`config.mk`:
```
export PLATFORM = sky130hd
export DESIGN_NAME = multicycle_adder_ctrl
export DESIGN_NICKNAME = d
export VERILOG_FILES = /design/src/rtl/mc_adder_pkg.sv /design/src/rtl/full_adder.sv /design/src/rtl/slice_adder.sv /design/src/rtl/multicycle_adder_ctrl.sv
export SDC_FILE = /design/constraint.sdc
export NUM_CORES = 1
export LEC_CHECK = 0
export ABC_AREA = 1
export CAP_MARGIN = 20
export CORE_UTILIZATION = 46
export CTS_CLUSTER_DIAMETER = 120
export DETAILED_ROUTE_END_ITERATION = 8
export MAX_ROUTING_LAYER = met4
export PLACE_DENSITY = 0.86
export SLEW_MARGIN = 5
export SYNTH_ARGS = -nofsm -noshare
export SYNTH_HDL_FRONTEND = slang
export SYNTH_SLANG_ARGS = --single-unit
```
`constraint.sdc`:
```
create_clock -name clk -period 4.7 [get_ports clk]
set_clock_uncertainty 0.05 [all_clocks]
set_input_delay 0.94 -clock clk [delete_from_list [all_inputs] [get_ports clk]]
set_output_delay 0.94 -clock clk [all_outputs]
set_load 0.03 [all_outputs]
```
`src/rtl/mc_adder_pkg.sv`:
```
// Shared types and helpers for the multicycle adder controller.
// Optional feature macro: MC_ADDER_CIN_EN (adds a carry-in operand port).
package mc_adder_pkg;

    // Controller states; explicit encoding keeps the state register two bits wide.
    typedef enum logic [1:0] {
        IDLE = 2'd0,
        RUN  = 2'd1,
        DONE = 2'd2
    } mc_state_t;

    // Width of the slice index: clog2 of the slice count, never below one bit.
    function automatic int idx_width(input int nslice);
        return (nslice <= 1) ? 1 : $clog2(nslice);
    endfunction

endpackage

```
`src/rtl/full_adder.sv`:
```
// Single-bit full adder cell, the building block of the ripple slice.
module full_adder (
    input  logic a,
    input  logic b,
    input  logic cin,
    output logic sum,
    output logic cout
);

    assign sum  = a ^ b ^ cin;
    assign cout = (a & b) | (cin & (a ^ b));

endmodule

```
`src/rtl/slice_adder.sv`:
```
// SLICE_WIDTH-bit ripple-carry adder built from a chain of full_adder cells.
module slice_adder #(
    parameter int SLICE_WIDTH = 8
) (
    input  logic [SLICE_WIDTH-1:0] a,
    input  logic [SLICE_WIDTH-1:0] b,
    input  logic                   cin,
    output logic [SLICE_WIDTH-1:0] sum,
    output logic                   cout
);

    logic [SLICE_WIDTH:0] carry;

    assign carry[0] = cin;
    assign cout     = carry[SLICE_WIDTH];

    for (genvar i = 0; i < SLICE_WIDTH; i++) begin : g_bit
        full_adder u_fa (
            .a   (a[i]),
            .b   (b[i]),
            .cin (carry[i]),
            .sum (sum[i]),
            .cout(carry[i+1])
        );
    end

endmodule

```
`src/rtl/multicycle_adder_ctrl.sv`:
```
// Wide adder that reuses one SLICE_WIDTH-bit slice adder over NSLICE cycles,
// registering the carry between slices. Operands and result use valid/ready.
// Optional feature macro: MC_ADDER_CIN_EN adds a carry-in port sampled at accept.
module multicycle_adder_ctrl
    import mc_adder_pkg::*;
#(
    parameter int DATA_WIDTH  = 32,
    parameter int SLICE_WIDTH = 8
) (
    input  logic                  clk,
    input  logic                  resetn,
    input  logic                  in_valid,
    output logic                  in_ready,
    input  logic [DATA_WIDTH-1:0] a,
    input  logic [DATA_WIDTH-1:0] b,
`ifdef MC_ADDER_CIN_EN
    input  logic                  cin,
`endif
    output logic                  out_valid,
    input  logic                  out_ready,
    output logic [DATA_WIDTH:0]   sum,
    output logic                  busy
);

    localparam int NSLICE = DATA_WIDTH / SLICE_WIDTH;
    localparam int IDX_W  = idx_width(NSLICE);
    localparam logic [IDX_W-1:0] LAST_IDX = IDX_W'(NSLICE - 1);

    mc_state_t             state;
    logic [DATA_WIDTH-1:0] a_q;
    logic [DATA_WIDTH-1:0] b_q;
    logic                  carry_q;
    logic [IDX_W-1:0]      idx;
    logic [DATA_WIDTH:0]   sum_q;

    logic                  carry_init;
    int                    base;
    logic [SLICE_WIDTH-1:0] slice_sum;
    logic                   slice_cout;

`ifdef MC_ADDER_CIN_EN
    assign carry_init = cin;
`else
    assign carry_init = 1'b0;
`endif

    // Bit offset of the slice being worked on this cycle.
    assign base = int'(idx) * SLICE_WIDTH;

    slice_adder #(
        .SLICE_WIDTH(SLICE_WIDTH)
    ) u_slice (
        .a   (a_q[base +: SLICE_WIDTH]),
        .b   (b_q[base +: SLICE_WIDTH]),
        .cin (carry_q),
        .sum (slice_sum),
        .cout(slice_cout)
    );

    // Handshake and status flags come straight from the state register.
    assign in_ready  = (state == IDLE);
    assign out_valid = (state == DONE);
    assign busy      = (state != IDLE);
    assign sum       = sum_q;

    // Sequencer: accept operands, walk the slices low to high, hold the result.
    // NOTE: all state here uses non-blocking assignments so every register
    // samples the values from before the edge, independent of statement order.
    always_ff @(posedge clk or negedge resetn) begin
        if (!resetn) begin
            state   <= IDLE;
            a_q     <= '0;
            b_q     <= '0;
            carry_q <= 1'b0;
            idx     <= '0;
            sum_q   <= '0;
        end else begin
            case (state)
                IDLE: begin
                    if (in_valid) begin
                        a_q     <= a;
                        b_q     <= b;
                        carry_q <= carry_init;
                        idx     <= '0;
                        sum_q   <= '0;
                        state   <= RUN;
                    end
                end
                RUN: begin
                    sum_q[base +: SLICE_WIDTH] <= slice_sum;
                    carry_q                    <= slice_cout;
                    if (idx == LAST_IDX) begin
                        sum_q[DATA_WIDTH] <= slice_cout;
                        idx               <= '0;
                        state             <= DONE;
                    end else begin
                        idx <= idx + 1'b1;
                    end
                end
                DONE: begin
                    if (out_ready) begin
                        state <= IDLE;
                    end
                end
                default: state <= IDLE;
            endcase
        end
    end

endmodule

```
Yosys cells after proc, flatten, opt, wreduce, memory -nomap -nowiden
Cells that the tools add are included.

cells by class
  reductions and logical operators = 6
  multiply operators = 0
  shift operators = 4
  eq/ne operators = 6
  div/mod/pow operators = 0
  add/subtract/negate cells = 2
  mux-type cells = 13
  $lt $le $gt $ge = 0
  bitwise logic cells = 40

operators with widths
  kind                       count
  $pmux W33 S2               1
  $shiftx A32 B6 Y8          2
  $bwmux W33                 1
  $mux W33                   1
  $neg A5 Y33                1
  $shift A8 B33 Y33 const A  1
  $shiftx A8 B33 Y33         1
  $and A1 B1 Y1              16
  $xor A1 B1 Y1              16
  $mux W2                    5
  $or A1 B1 Y1               8
  $pmux W2 S3                1
  $eq A2 B2 Y1 const B       2
  $ne A2 B2 Y1 const B       2
  $pmux W2 S2                1
  $reduce_and A2 Y1          2
  $reduce_bool A2 Y1         2
  $reduce_and A3 Y1          1
  $add A2 B1 Y2 const B      1
  $eq A2 B1 Y1 const B       1
  $logic_not A2 Y1           1
  $mux W1                    2
  $ne A2 B1 Y1 const B       1
  $pmux W1 S2                1

word-level totals
  memories kept = 0
  bits in latches = 0
  output and inout bits = 36
  bits in writable memories = 0
  memory bits (read-only) = 0
  logic and storage cells = 77
  bits of input ports = 68
  register bits after elaboration = 102

Longest topological paths before layout
Gate-level depths: netlist of the first run.

  depth after elaboration = 21
  gate-level depth with buffers = 18
  depth with buffers taken out = 16

Cells and area by module
From an unflattened synthesis of the first run, not the netlist that was laid out.

unflattened totals
  cell total of the unflattened synthesis = 566
  area total of the unflattened synthesis = 4745.8 um^2

modules (own cells, without submodules)
  module                 sequential area each (um^2)  area each (um^2)  cells each  times used
  multicycle_adder_ctrl  2552.4                       4585.6            558         1
  full_adder             0.0                          20.0              1           8

Least setup slack after synthesis of the first run
No wires, ideal clock.

  path type = register to register
  from = reg idx[0]
  to = reg sum_q[7] (netlist: sum[7])
  period minus slack after synthesis = 4.583 ns
  data required time = 4.567 ns
  path buffers = 2
  library setup time = 0.083 ns
  path slack = 0.117 ns
  stages on the path, launching flop included = 18
  arrival time = 4.450 ns
  cell sequence = dfrtp_1 -> buf_2 -> inv_2 -> buf_2 -> nor2_1 -> o22a_1 -> fa_1 -> fa_1 -> fa_1 -> fa_1 -> fa_1 -> fa_1 -> inv_1 -> fa_1 -> inv_1 -> fa_1 -> or2_2 -> o21ai_0

on the way
  cells in the longest elaborated chain, start to end = 20
  elaborated cells on any way between the ends = 44
  classes of those cells = add/sub: 1; shift: 4; mux: 2; bitwise: 37

RTL lines
  item                                  RTL line                                                  text
  start, declared                       multicycle_adder_ctrl.sv:33                               logic [IDX_W-1:0] idx;
  start signal, assigned                multicycle_adder_ctrl.sv:97                               idx <= idx + 1'b1;
  $shiftx A32 B6 Y8 (on tied branches)  multicycle_adder_ctrl.sv:53, multicycle_adder_ctrl.sv:54
  $xor A1 B1 Y1                         full_adder.sv:10, full_adder.sv:11
  $and A1 B1 Y1                         full_adder.sv:11                                          assign cout = (a & b) | (cin & (a ^ b));
  $or A1 B1 Y1                          full_adder.sv:11
  $and A1 B1 Y1                         full_adder.sv:11
  $or A1 B1 Y1                          full_adder.sv:11
  $and A1 B1 Y1                         full_adder.sv:11
  $or A1 B1 Y1                          full_adder.sv:11
  (+4 left out)                         --
  $and A1 B1 Y1                         full_adder.sv:11
  $or A1 B1 Y1                          full_adder.sv:11
  $and A1 B1 Y1                         full_adder.sv:11
  $or A1 B1 Y1                          full_adder.sv:11
  $xor A1 B1 Y1                         full_adder.sv:10                                          assign sum = a ^ b ^ cin;
  $shiftx A8 B33 Y33                    multicycle_adder_ctrl.sv:90                               sum_q[base +: SLICE_WIDTH] <= slice_sum;
  $bwmux W33 (*)                        multicycle_adder_ctrl.sv:90
  $pmux W33 S2 (*)                      multicycle_adder_ctrl.sv:78                               case (state)
  end signal, assigned by index         multicycle_adder_ctrl.sv:90
  end signal, assigned by index         multicycle_adder_ctrl.sv:93                               sum_q[DATA_WIDTH] <= slice_cout;
  end, declared                         multicycle_adder_ctrl.sv:34                               logic [DATA_WIDTH:0] sum_q;

Mark *: on every way between the ends. The rest lies on a longest branch, timed or not.
A chain may end at the register's enable or synchronous reset.

Worst setup path in the final report of the first run
  from = reg idx[1]
  to = reg sum_q[7] (netlist: sum[7])

Same word-level chain as after synthesis.

==> results of run 1 <==
[worst register-to-register path, stage by stage, from the launching register on]
cell     delay [ns]
dfrtp_1        0.39
buf_4          0.18
o21ai_0        0.10
o22a_1         0.23
fa_1           0.42
fa_1           0.40
fa_2           0.36
fa_2           0.36
fa_2           0.37
fa_1           0.36
inv_1          0.07
fa_1           0.15
inv_1          0.05
fa_1           0.46
or2_2          0.28
o21ai_0        0.15
[final cells by class]
type | instances | area [sq um]
Fill cell | 808 | 3840
Multi-Input combinational cell | 409 | 2010
Inverter | 22 | 82.6
Tap cell | 133 | 166
Clock buffer | 9 | 124
Sequential cell | 102 | 2550
Timing Repair Buffer | 116 | 1120
Clock inverter | 7 | 57.6
[synthesized netlist by cell type (all sizes together)]
| cell type | number | area [sq um] |
|---|---|---|
| buf | 25 | 144 |
| nand4 | 1 | 12.5 |
| nor2 | 50 | 190 |
| dfrtp | 102 | 2550 |
| o21ai | 62 | 310 |
| o22a | 14 | 123 |
| or2 | 1 | 6.26 |
| nand2 | 172 | 656 |
| o31ai | 1 | 7.51 |
| fa | 8 | 160 |
| clkbuf | 10 | 38.8 |
| nand3 | 92 | 460 |
| ha | 4 | 50.1 |
| o22ai | 4 | 25.0 |
| inv | 22 | 82.6 |
[power groups by stage]
stage	sequential, mW	clock (mW)	combinational [mW]
after floorplan	1.61	0	1.61
after global placement	1.50	0	2.45
after detailed placement	1.52	0	2.56
after CTS	1.50	0.515	2.56
after global routing	1.55	0.550	2.92
final	1.51	0.516	2.61
[sequential cells by signal, indices dropped and copies added (netlist names)]
register and cells:
idx 2, state 2, carry_q 1, b_q 32
a_q 32, sum 33
[cells by family after synthesis]
group | Yosys count | synth area share
and+or+nand+nor | 316 | 0.275
buffers and inverters | 57 | 0.0550
adders and majority gates | 12 | 0.0436
DFF | 102 | 0.530
AOI/OAI and AO/OA | 81 | 0.0966
[worst min path at each step]
stage / start / to / cells past startpoint
after floorplan: a_q[16] / a_q[16] / 2
after global placement: a_q[18] / a_q[18] / 2
after detailed placement: b_q[27] / b_q[27] / 2
after CTS: a_q[7] / a_q[7] / 2
after global routing: a_q[7] / a_q[7] / 2
final: a_q[7] / a_q[7] / 2
[layer usage]
metal / wire [microns] / GRT usage / vias to the layer above
met5: 0 / - / -
met4: 259 / 0.0796 / 0
met3: 790 / 0.0558 / 24
met2: 5530 / 0.367 / 186
met1: 5170 / 0.297 / 1970
li1: - / - / 2052
[through the flow]
stage	total power, mW	hold WS, ns
floorplan	3.22	0.387
global placement	3.95	0.405
detailed placement	4.08	0.414
CTS	4.58	0.435
global route	5.02	0.449
finish	4.63	0.435
[what timing repair did]
action	CTS	global route
hold buffers	0	0
endpoints found under the setup margin	0	4
endpoints found under the hold margin	0	0
gates resized for setup	0	5
==> impl_metrics.py, run 1 <==
metrics = {
    "worst_setup_path": {
        "cp_num_buf_inv": 3,
        "path_depth": 15,
        "max_stage_delay_ns": 0.46,
        "crit_path_start_kind": "register",
        "crit_family": "adder cells",
        "critPathCaptureType": "register",
        "reg2reg_from": "idx[1]",
        "crit_path_top_delay_cell": "fa_1",
        "reg2reg_depth": 15,
        "crit_top_cell": "fa_1",
        "reg2reg_slack_ns": 0.23,
        "cp-endpoint": "sum[7]",
        "worstSetupPathType": "reg2reg",
        "crit_required_ns": 4.94,
        "r2r-end": "sum[7]",
        "arrival_ns": 4.71,
        "crit_chain": "buf_4 -> o21ai_0 -> o22a_1 -> fa_1 -> fa_1 -> fa_2 -> fa_2 -> fa_2 -> fa_1 -> inv_1 -> fa_1 -> inv_1 -> fa_1 -> or2_2 -> o21ai_0",
        "critical_path.max_fanout": 9,
        "startpoint": "idx[1]",
    },
    "cells_and_area": {
        "fin_util": 0.615,
        "layout-drive-gt1-share": 0.0662,
        "final_cell_count_no_fill": 798,
        "mostFrequentLayoutCell": "nand2_1",
        "mostFrequentLayoutCells": "nand2_1, dfrtp_1, clkdlybuf4s50_1",
        "nets": 740,
        "antenna_cells": 0,
        "final_area_sq_mm": 0.00612,
        "area_delta_synth_final_pct": 27.0,
    },
    "drt": {
        "postRouteAntennaNets": 0,
        "via_count": 4232,
        "viasPerCell": 5.30,
        "routed_wl_microns": 11700,
        "firstDrtPassIters": 5,
        "drt_iter0_markers": 267,
        "drc": 0,
        "wire_per_inst_microns": 14.7,
    },
    "floorplanning": {
        "rows": 36,
        "core_area_sq_mm": 0.00995,
        "die_w_microns": 104,
        "dieArea_sq_mm": 0.0109,
        "die_h_microns": 104,
        "start_util": 0.484,
        "io_pins": 104,
    },
    "flow_run": {
        "maxCapViolations": 0,
    },
    "global_routing": {
        "gr-total-overflow": 0,
        "grt_max_degree": 92,
        "grt_usage": 0.234,
        "grt_pass1_wl_microns": 19700,
        "antenna_found_initial": 0,
        "grt_pass1_vias": 4168,
    },
    "synthesis": {
        "synth.cell_area_sq_mm": 0.00482,
        "syn_avg_cell_area_sq_um": 8.48,
        "synth_warnings": 0,
        "synth_cells": 568,
        "synth.ff_latch_count": 102,
        "synth_cell_type_count": 23,
        "syn_nets": 648,
        "ys_seq_area_frac": 0.530,
    },
    "place": {
        "hpwlAfterDp_microns": 8830,
        "placed_cell_area_sq_mm": 0.00593,
        "place_ws_ns": 0.0904,
        "placed_cells": 782,
        "io_buffers": 103,
        "gp_congestion": 0.884,
    },
    "clock_network": {
        "clock_latency_ns": 0.38,
        "cts_tree": "built",
        "cts_htree_levels": 3,
        "clockBufferDepth": 2,
        "root_buffer": "clkbuf_8",
        "cts_sinks": 102,
        "cts_setup_buffers": 0,
        "path_clk_slew_ns": 0.10,
        "cts_inserted_buffers": 9,
    },
    "power": {
        "seq_power_share": 0.325,
        "power_switching_share": 0.471,
        "internal-power_mw": 2.45,
        "p_sw_mw": 2.18,
        "ir_drop_v": 0.000395,
        "p_per_area_mw_per_mm2": 757,
        "combPwrFrac": 0.563,
        "clkPwrFrac": 0.111,
        "leakage_nw": 2.91,
    },
    "timing": {
        "slew_headroom": 0.408,
        "setup_violations": 0,
        "hold_viol_final": 0,
        "setup_tns_ns": 0,
        "maxSlewViolCount": 0,
        "rsz0062_at_grt": "no",
        "fin_crit_sh": 0.950,
        "worst_pin_slew_ns": 0.888,
        "period_needed_ns": 4.47,
        "setup_slack_ns": 0.233,
        "max_freq_mhz": 224,
    },
    "outcome": {
        "status": "complete, no violations",
    },
    "worst_hold_path": {
        "min_path_type": "reg2reg",
    },
}
No activity file was read; power rests on OpenSTA's default activity.
==> inputs of run 2 (changes only) <==
--- a/config.mk
+++ b/config.mk
@@ -7,6 +7,7 @@
 export LEC_CHECK = 0
 export ABC_AREA = 1
 export CAP_MARGIN = 20
+export CORE_ASPECT_RATIO = 0.9
 export CORE_UTILIZATION = 46
 export CTS_CLUSTER_DIAMETER = 120
 export DETAILED_ROUTE_END_ITERATION = 8
==> impl_metrics.py, run 2 (synthesis gave the netlist of run 1 again) <==
metrics = {
    "clock_network": {
        "path_clk_slew_ns": 0.07,
        "clock_latency_ns": 0.34,
        "root_buffer": "clkbuf_16",
        "cts_htree_levels": 3,
        "cts_tree": "built",
        "cts_sinks": 102,
        "clockBufferDepth": 2,
        "cts_inserted_buffers": 9,
        "postCtsHoldBufs": 0,
    },
    "place": {
        "placed_cells": 776,
        "io_buffers": 103,
        "hpwlAfterDp_microns": 9020,
        "placed_cell_area_sq_mm": 0.00591,
        "gp_congestion": 0.865,
    },
    "drt": {
        "wire_per_inst_microns": 15.4,
        "firstDrtPassIters": 5,
        "routed_wl_microns": 12300,
        "postRouteAntennaNets": 0,
        "via_count": 4243,
        "drc": 0,
        "viasPerCell": 5.33,
        "drt_iter0_markers": 266,
    },
    "floorplanning": {
        "dieArea_sq_mm": 0.0109,
        "die_h_microns": 99.1,
        "rows": 35,
        "io_pins": 104,
        "core_area_sq_mm": 0.0102,
        "start_util": 0.472,
        "die_w_microns": 110,
    },
    "global_routing": {
        "busiest_layer": "met2",
        "grt_pass1_vias": 4191,
        "use_met3": 0.0393,
        "grt_max_degree": 92,
        "grt_pass1_wl_microns": 20500,
        "antenna_found_initial": 0,
        "gr-total-overflow": 0,
        "met2_usage": 0.377,
        "use_met1": 0.345,
        "grt_usage": 0.250,
    },
    "cells_and_area": {
        "mostFrequentLayoutCells": "nand2_1, clkdlybuf4s50_1, dfrtp_1",
        "area_delta_synth_final_pct": 30.1,
        "fin_util": 0.614,
        "antenna_cells": 0,
        "fillCellCount": 869,
        "final_cell_count_no_fill": 796,
        "largest_reg_flops": 33,
        "nets": 742,
        "mostFrequentLayoutCell": "nand2_1",
        "layout-drive-gt1-share": 0.0690,
        "final_area_sq_mm": 0.00627,
    },
    "worst_setup_path": {
        "crit_path_start_kind": "register",
        "r2r-end": "sum[7]",
        "reg2reg_depth": 15,
        "reg2reg_slack_ns": 0.20,
        "worstSetupPathType": "reg2reg",
        "reg2reg_from": "idx[1]",
        "crit_required_ns": 4.90,
        "critical_path.max_fanout": 5,
        "critPathCaptureType": "register",
        "arrival_ns": 4.70,
    },
    "timing": {
        "worst_pin_slew_ns": 0.882,
        "setup_tns_ns": 0,
        "slew_headroom": 0.412,
        "timing.hold.ws_ns": 0.422,
        "setup_violations": 0,
        "maxSlewViolCount": 0,
        "max_freq_mhz": 222,
        "period_needed_ns": 4.50,
        "fin_crit_sh": 0.957,
        "hold_viol_final": 0,
    },
    "worst_hold_path": {
        "min_path_type": "reg2reg",
        "min_to": "b_q[19]",
        "min_path_cells": 2,
        "hp-start": "b_q[19]",
    },
    "power": {
        "ir_drop_v": 0.000477,
        "p_per_area_mw_per_mm2": 783,
        "leakage_nw": 2.99,
    },
    "outcome": {
        "status": "complete, no violations",
    },
    "flow_run": {
        "maxCapViolations": 0,
    },
}
==> run 2: changes by cell type in the layout (fill, tap and decap cells not counted), sizes merged <==
cell	delta
clkbuf	+2
inv	-2
clkinvlp	-2
clkinv	+1
buf	+2
bufinv	+1
==> run 2: metrics by stage <==
step	total power, mW	setup slack [ns]
2_1_floorplan	3.22	0.117
3_3_place_gp	3.97	0.184
3_5_place_dp	4.08	0.153
4_1_cts	4.86	0.108
5_1_grt	5.33	-0.00227
6_report	4.91	0.204
==> run 2: cell type report <==
class | instances | area, sq um | share of cell area
timing repair buffer | 118 | 1150 | 0.183
inverter | 22 | 82.6 | 0.0132
tap | 129 | 161 | 0.0257
clock buffer | 11 | 253 | 0.0403
clock inverter | 5 | 57.6 | 0.00918
sequential | 102 | 2550 | 0.408
multi-input combinational | 409 | 2010 | 0.321
==> run 2: how the worst max path moves through the flow <==
stage	start	to	slack, ns	depth (start not counted)
final	idx[1]	sum[7]	0.20	15
after global routing	idx[1]	sum[7]	-0.002	15
after CTS	idx[1]	sum[7]	0.11	15
after detailed placement	idx[1]	sum[7]	0.15	15
after global placement	idx[1]	sum[7]	0.18	15
after floorplan	idx[0]	sum[7]	0.12	17
==> run 2: metal layers <==
metal / share of wire / vias up / wire length (microns)
met1: 0.47 / 2049 / 5740
met2: 0.47 / 129 / 5760
met4: 0.017 / 0 / 208
li1: - / 2045 / -
met3: 0.045 / 20 / 553
met5: 0 / - / 0
==> run 2: where the power goes <==
group | leakage, nW | switching [mW] | internal (mW)
logic | 1.53 | 1.63 | 0.991
registers | 1.31 | 0.262 | 1.26
clock network | 0.155 | 0.318 | 0.442
total | 2.99 | 2.21 | 2.69
==> run 2: what timing repair did <==
| item | in CTS | in global routing |
|---|---|---|
| gates resized for setup | 0 | 6 |
| setup buffers | 0 | 4 |
| setup endpoints to repair | 0 | 4 |
==> run 2: critical path, cell delays in order (launching register included) <==
cell,delay [ns]
dfrtp_2,0.44
inv_2,0.11
o21ai_0,0.09
o22a_1,0.21
fa_1,0.41
fa_1,0.38
fa_1,0.40
fa_1,0.41
fa_2,0.36
fa_1,0.36
inv_1,0.07
fa_1,0.17
inv_1,0.05
fa_1,0.46
or2_2,0.28
o21ai_0,0.15
==> inputs of run 3 (changes only) <==
--- a/config.mk
+++ b/config.mk
@@ -17,3 +17,4 @@
 export SYNTH_ARGS = -nofsm -noshare
 export SYNTH_HDL_FRONTEND = slang
 export SYNTH_SLANG_ARGS = --single-unit
+export TNS_END_PERCENT = 10
==> results of run 3 <==
Same layout as run 2: the final DEF is identical, and so are final timing and power.
